## src/rtl/mem_ctrl.sv

```systemverilog
// Byte-serial controller for a single-port RAM shared by instruction fetch and load/store.
// Loads take priority over fetches, and a branch flush can abort a fetch that is in flight.
module mem_ctrl (
    input  logic        clk,
    input  logic        rst,
    input  logic        if_req,
    input  logic [31:0] if_addr,
    input  logic        if_flush,
    output logic        if_done,
    output logic [31:0] if_data,
    input  logic        mem_req,
    input  logic        mem_we,
    input  logic [1:0]  mem_len,
    input  logic [31:0] mem_addr,
    input  logic [31:0] mem_wdata,
    output logic        mem_done,
    output logic [31:0] mem_rdata,
    input  logic [7:0]  ram_din,
    output logic [7:0]  ram_dout,
    output logic [31:0] ram_addr,
    output logic        ram_wr
);

    typedef enum logic [1:0] {IDLE, RD, WR, DONE} state_t;
    typedef enum logic {OWN_IF, OWN_MEM} owner_t;

    state_t      state, state_next;
    owner_t      owner, owner_next;
    logic        we, we_next;
    logic [31:0] base, base_next;
    logic [31:0] buffer, buffer_next;
    logic [31:0] wdata, wdata_next;
    logic [2:0]  n, n_next;
    logic [2:0]  i, i_next;
    logic [2:0]  j, j_next;
    logic [31:0] if_data_q, mem_rdata_q;
    logic [2:0]  mem_n;

    // A length code of 10 is treated the same as a full word
    always_comb begin
        case (mem_len)
            2'b00:   mem_n = 3'd1;
            2'b01:   mem_n = 3'd2;
            default: mem_n = 3'd4;
        endcase
    end

    always_ff @(posedge clk) begin
        if (rst) begin
            state       <= IDLE;
            owner       <= OWN_IF;
            we          <= 1'b0;
            base        <= 32'd0;
            buffer      <= 32'd0;
            wdata       <= 32'd0;
            n           <= 3'd0;
            i           <= 3'd0;
            j           <= 3'd0;
            if_data_q   <= 32'd0;
            mem_rdata_q <= 32'd0;
        end else begin
            state  <= state_next;
            owner  <= owner_next;
            we     <= we_next;
            base   <= base_next;
            buffer <= buffer_next;
            wdata  <= wdata_next;
            n      <= n_next;
            i      <= i_next;
            j      <= j_next;
            // Response registers keep the last delivered value between done pulses
            if (state == DONE && owner == OWN_IF)
                if_data_q <= buffer;
            if (state == DONE && owner == OWN_MEM && !we)
                mem_rdata_q <= buffer;
        end
    end

    always_comb begin
        state_next  = state;
        owner_next  = owner;
        we_next     = we;
        base_next   = base;
        buffer_next = buffer;
        wdata_next  = wdata;
        n_next      = n;
        i_next      = i;
        j_next      = j;
        case (state)
            IDLE: begin
                if (mem_req) begin
                    owner_next  = OWN_MEM;
                    we_next     = mem_we;
                    base_next   = mem_addr;
                    wdata_next  = mem_wdata;
                    n_next      = mem_n;
                    buffer_next = 32'd0;
                    i_next      = 3'd0;
                    j_next      = 3'd0;
                    state_next  = mem_we ? WR : RD;
                end else if (if_req) begin
                    owner_next  = OWN_IF;
                    we_next     = 1'b0;
                    base_next   = if_addr;
                    n_next      = 3'd4;
                    buffer_next = 32'd0;
                    i_next      = 3'd0;
                    j_next      = 3'd0;
                    state_next  = RD;
                end
            end
            RD: begin
                if (owner == OWN_IF && if_flush) begin
                    state_next = IDLE;
                end else begin
                    if (i < n)
                        i_next = i + 3'd1;
                    // RAM data lags the address by one cycle, so capture trails issue
                    if (i != j) begin
                        buffer_next[{j[1:0], 3'b000} +: 8] = ram_din;
                        j_next = j + 3'd1;
                        if (j + 3'd1 == n)
                            state_next = DONE;
                    end
                end
            end
            WR: begin
                i_next = i + 3'd1;
                if (i + 3'd1 == n)
                    state_next = DONE;
            end
            DONE: begin
                state_next = IDLE;
            end
            default: begin
                state_next = IDLE;
            end
        endcase
    end

    always_comb begin
        ram_addr  = 32'd0;
        ram_dout  = 8'd0;
        ram_wr    = 1'b0;
        if_done   = (state == DONE) && (owner == OWN_IF);
        mem_done  = (state == DONE) && (owner == OWN_MEM);
        if_data   = if_done ? buffer : if_data_q;
        mem_rdata = (mem_done && !we) ? buffer : mem_rdata_q;
        if (state == RD && i < n) begin
            ram_addr = base + {29'd0, i};
        end else if (state == WR) begin
            ram_addr = base + {29'd0, i};
            ram_dout = wdata[{i[1:0], 3'b000} +: 8];
            ram_wr   = 1'b1;
        end
    end

endmodule

```

## config.mk

```make
export PLATFORM = sky130hd
export DESIGN_NAME = mem_ctrl
export DESIGN_NICKNAME = d
export VERILOG_FILES = /design/src/rtl/mem_ctrl.sv
export SDC_FILE = /design/constraint.sdc
export NUM_CORES = 1
export LEC_CHECK = 0
export ABC_AREA = 1
export CAP_MARGIN = 5
export CORE_MARGIN = 2
export CORE_UTILIZATION = 54
export DETAILED_ROUTE_END_ITERATION = 7
export GPL_ROUTABILITY_DRIVEN = 1
export GPL_TIMING_DRIVEN = 0
export PLACE_DENSITY = 0.86
export SETUP_SLACK_MARGIN = 0.05
export SYNTH_ARGS = -nofsm -noshare
export SYNTH_HDL_FRONTEND = slang
export SYNTH_SLANG_ARGS = --single-unit
```

## constraint.sdc

```tcl
create_clock -name clk -period 2.8 [get_ports clk]
set_input_delay 0.28 -clock clk [delete_from_list [all_inputs] [get_ports clk]]
set_output_delay 0.28 -clock clk [all_outputs]
set_load 0.01 [all_outputs]
```

Word level (Yosys, flattened, before mapping)
Cells that the tools add are included.
- flip-flop bits (word level): 173
- latch bits: 0
- bits in writable memories: 0
- ROM bits: 0
- bits of input ports: 112
- output and inout port bits: 107
- word-level logic and storage cells: 88
- memories: 0
- add/sub/neg operators: 4
- multipliers: 0
- div/mod/pow operators: 0
- magnitude comparators: 1
- equality and inequality tests: 14
- shift-type cells: 3
- muxes and demuxes: 38
- bitwise gates (word level): 1
- reduce and logical (&&, ||, !) cells: 16
- operators with widths (operator ; number):
    $mux 32 ; 10
    $pmux 32 s2 ; 1
    $add 32x3->32 ; 1
    $bwmux 32 ; 1
    $shift 8x7->32 const A ; 1
    $shiftx 32x6->8 ; 1
    $shiftx 8x7->32 ; 1
    $mux 3 ; 8
    $mux 8 ; 2
    $mux 2 ; 7
    $pmux 3 s2 ; 2
    $reduce_and 4->1 ; 3
    $ne 3x3->1 const B ; 3
    $pmux 3 s3 ; 1
    $ne 2x2->1 const B ; 4
    $pmux 2 s4 ; 1
    $neg 5->7 ; 1
    $add 3x1->3 const B ; 2
    $eq 3x3->1 ; 2
    $logic_and 1x1->1 ; 5
    $mux 1 ; 5
    $eq 2x1->1 const B ; 2
    $eq 2x2->1 const B ; 2
    $logic_not 2->1 ; 2
    7 further kinds ; 9

Logic depth before layout (Yosys ltp)
- depth after elaboration: 6
- depth in mapped cells: 14
- gate-level depth less buffers: 13

Worst setup path before layout
OpenSTA, ideal clock, no wires.
- path kind: register to output
- start point: register i[0]
- end point: output port ram_addr[23]
- arrival: 1786 ps
- required time: 2520 ps
- slack: 734 ps
- stages on the path, launching flop included: 12
- path buffers: 3
- cell sequence: dfxtp_1 > buf_4 > inv_4 > clkbuf_1 > ha_1 > o21ai_0 > nor2_1 > inv_1 > nand2_1 > inv_2 > buf_2 > a21oi_1
- word-level cells in the longest chain between the ends: 3
- elaborated cells between the ends (all ways): 5
- classes of those cells: add/sub (1); order compare (1); mux (2); reduce/logical (1)
- RTL lines (element ; line ; source):
    from (decl) ; 34 ; logic [2:0] i, i_next;
    from (signal assigned) ; 69 ; i <= i_next;
    $add 32x3->32 / $lt 3x3->1 (equally long branches) ; 150, 152, 149 ;
    $mux 32 / $logic_and 1x1->1 (equally long branches) ; 151, 149 ;
    $mux 32 * ; 149 ; if (state == RD && i < n) begin
    to (decl) ; 20 ; output logic [31:0] ram_addr,
Every way passes the cells marked *; elsewhere a longest branch is shown, timed or not.

Worst setup path in the final report
- start point: register i[0]
- end point: output port ram_addr[22]
Same word-level chain as after synthesis.

==> insert_results.sql <==
INSERT INTO impl_metrics (metric_group, metric, value, unit) VALUES
('run_status', 'status', 'completed', ''),
('die', 'design.die.area', '17620', 'sq um'),
('setup_path', 'critPathRequiredTime', '2520', 'ps'),
('clock_network', 'root_buffer', 'clkbuf_16', ''),
('power', 'leakage', '6.020', 'nW'),
('synthesis', 'postSynthAreaPerCell', '6.464', 'sq um'),
('die', 'die_h', '132.8', 'microns'),
('routing', 'final_antenna_net_count', '0', ''),
('setup_path', 'cp-startpoint', 'i[0]$_SDFFE_PP0P_', ''),
('final_layout', 'finish.net_count', '1765', ''),
('final_layout', 'postLayoutCellArea', '12360', 'sq um'),
('hold_path', 'hold_path.class', 'primary input to flop', ''),
('setup_path', 'setup.worst_path.start_class', 'flop', ''),
('synthesis', 'ys.flop_type', 'dfxtp_1', ''),
('routing', 'firstDrtPassIters', '7', ''),
('final_layout', 'layout.cells.non_filler', '1868', ''),
('clock_network', 'tritoncts', 'yes', ''),
('synthesis', 'synth_warnings', '0', ''),
('power', 'vdd_ir_drop_max', '546.6', 'uV'),
('place', 'place_area', '11400', 'sq um'),
('die', 'initial_core_util', '54.56', '%'),
('hold_path', 'worst_hold_path_startpoint', 'mem_req', ''),
('die', 'core.rowCount', '47', ''),
('timing', 'worstMarginPinSlew', '620.9', 'ps'),
('timing', 'setup-tns-final', '0', 'ps'),
('power', 'power_density_over_cell_area', '889.6', 'nW/um^2'),
('global_route', 'grt_pass1_vias', '9095', ''),
('timing', 'final_hold_viol_count', '0', ''),
('global_route', 'grt_start_max_net_pins', '20', ''),
('place', 'sum_of_net_half_perimeters_after_detailed_placement', '20150', 'microns'),
('global_route', 'grt_use_total', '30.51', '%'),
('synthesis', 'synth.yosys.seq_area_share', '38.69', '%'),
('power', 'finalPower', '0.01099', 'W'),
('die', 'placeableCoreArea', '16410', 'sq um'),
('clock_network', 'cts_hold_repair.buffers', '0', ''),
('global_route', 'grt_first_pass_wirelength', '43160', 'microns'),
('routing', 'wl_per_cell', '14.70', 'microns'),
('clock_network', 'cts_buffers', '17', ''),
('synthesis', 'synth_top_cells_by_count', '299 x nand2_1, 278 x nor2_1, 190 x inv_1, 173 x dfxtp_1, 153 x o21ai_0', ''),
('routing', 'route.detailed.drc', '0', ''),
('synthesis', 'netlist.area_leader.share', '38.69', '%'),
('timing', 'layout_min_cycle_time', '2718', 'ps'),
('synthesis', 'ys_seq_elements', '173', ''),
('timing', 'max-slew-margin-rel', '58.60', '%'),
('clock_network', 'clkTransAtPathRegs', '70', 'ps'),
('setup_path', 'worst-path-max-fanout', '4', ''),
('setup_path', 'worst_setup_path_end_kind', 'output port', ''),
('final_layout', 'antennaDiodeCount', '0', ''),
('clock_network', 'clk-insertion-delay-late', '440', 'ps'),
('run', 'timing.max_cap.violations', '0', ''),
('timing', 'finalSetupViolations', '0', ''),
('clock_network', 'h-tree-depth', '4', ''),
('place', 'buffer_ports.inserted', '217', ''),
('clock_network', 'clock_sinks', '173', ''),
('routing', 'route.detailed.vias_per_inst', '5.203', ''),
('routing', 'num_vias', '9719', ''),
('synthesis', 'synth_area', '8952', 'sq um'),
('timing', 'grt_setup_unrepaired', 'yes', ''),
('final_layout', 'layout-area-overhead-vs-synth', '38.04', '%'),
('timing', 'maxClockFrequency', '368.0', 'MHz'),
('synthesis', 'synth.net_count', '1515', ''),
('place', 'post-place-cells', '1822', ''),
('die', 'fp.dieW', '132.8', 'microns'),
('synthesis', 'post-synth-top-count-cell', 'nand2_1', ''),
('routing', 'routed_wl', '27460', 'microns'),
('timing', 'min_period_over_period', '97.06', '%'),
('routing', 'drt_iter0_drc', '665', ''),
('final_layout', 'drive_above_1_share', '12.08', '%'),
('setup_path', 'criticalPathCategory', 'flop to output port', ''),
('synthesis', 'asyncSetResetFlopFracSynth', '0', '%'),
('synthesis', 'postSynthCellCount', '1385', ''),
('clock_network', 'cts-root-to-sink-buffers', '2', ''),
('global_route', 'gr-total-overflow', '0', ''),
('setup_path', 'cp.arrival', '2440', 'ps'),
('synthesis', 'ys_top_cells_by_area', 'dfxtp_1 39%, nand2_1 13%, nor2_1 12%', ''),
('global_route', 'grt_antenna_before_repair', '0', ''),
('timing', 'slew_violations', '0', ''),
('place', 'gp_routability_congestion', '1.044', ''),
('synthesis', 'number_of_enable_flip_flop_cells_after_synthesis', '0', ''),
('synthesis', 'yosysUniqueCellTypes', '38', ''),
('setup_path', 'worstReg2RegStart', 'j[0]$_SDFFE_PP0P_', ''),
('die', 'boundary_pins', '219', ''),
('timing', 'timing.clock.skew', '10.40', 'ps'),
('synthesis', 'yosysTopAreaCell', 'dfxtp_1', '');
-- cell type report --
class / count / area [sq um]
Buffer: 61 / 334.1
Clock buffer: 17 / 425.4
Clock inverter: 15 / 171.4
Fill cell: 1272 / 4049
Inverter: 202 / 765.7
Multi-Input combinational cell: 949 / 4688
Sequential cell: 173 / 3483
Tap cell: 220 / 275.3
Timing Repair Buffer: 231 / 2215
-- cell usage in the layout (no fill, tap or decap), types with 7 or more instances in the layout --
cell               n
clkbuf_1          36
or2_2             32
o21ai_1           25
nand2_1          292
a31oi_1           32
a21oi_2           10
nand4_1            7
clkbuf_16         17
nor3_1            15
clkdlybuf4s50_1  170
dlymetal6s2s_1     8
dfxtp_1          167
buf_2             13
o21ai_0          119
buf_4             18
nor2_1           272
nand3_1           17
inv_1            188
ha_1              12
dlygate4sd2_1     21
o21ai_2           12
inv_2              9
a21oi_1           44
-- per-stage QoR --
stage / setup WS (ps) / hold slack [ps] / utilization (%)
after floorplan: 734.3 / 417.7 / -
after global placement: -483.9 / 449.3 / 69.48
after detailed placement: -507.7 / 463.1 / 69.48
after CTS: 10.72 / 182.1 / 74.53
after global routing: -73.98 / 189.5 / 75.32
final: 82.45 / 190.9 / 75.32
-- state kept, by name, summed over array words and instances (netlist names) --
name	count
if_data_q	32
state	2
j	3
n	3
wdata	32
base	32
buffer	32
i	3
we	1
owner	1
mem_rdata_q	32
-- cell families (layout without fill, tap and decap cells) --
group                    count (synthesis)  count (layout)  synth area share (%)
AND/OR/NAND/NOR                        676             677                 31.81
buffers and inverters                  264             526                 11.70
AO/OA/AOI/OAI                          245             245                 14.33
flip-flops                             173             173                 38.69
adder cells (fa/ha/maj)                 18              18                 2.600
XOR/XNOR                                 9               9                0.8804
-- power breakdown --
| part | internal [W] | switching (W) |
|---|---|---|
| registers | 0.00313 | 0.000560 |
| logic | 0.00204 | 0.00293 |
| clock network | 0.00120 | 0.00114 |
-- worst max-delay path: stages (launching register included) --
cell	delay (ps)
dfxtp_4	400
ha_4	150
fa_2	200
nand2_2	60
a21boi_2	150
buf_4	140
nand2_4	70
nor2_4	120
inv_2	60
nor2_4	140
nand2_2	90
nand2_1	80
nand2_1	70
nor2_2	120
buf_2	150
-- what timing repair did --
action / CTS / global route
endpoints found under the setup margin: 105 / 87
cloned: 0 / 1
buffers inserted: 11 / 3
gates resized for setup: 141 / 77
pin swaps: 8 / 9
-- metal layers --
metal	global-route usage (%)	up-vias	share of wire [%]
li1	-	4821	-
met1	35.48	4357	39
met2	52.30	461	48
met3	7.969	80	8.9
met4	14.70	0	3.7
met5	0	-	0
-- worst paths after layout --
check | to | slack, ps | cells after the start
hold reg to reg | wdata[14]$_SDFFE_PP0P_ | 480 | 2
hold / removal | base[24]$_SDFFE_PP0P_ | 190 | 3
setup / recovery | ram_addr[22] | 80 | 14
setup reg to reg | state[1]$_SDFFE_PP0P_ | 680 | 13
Power figures use the tool's default switching activity.
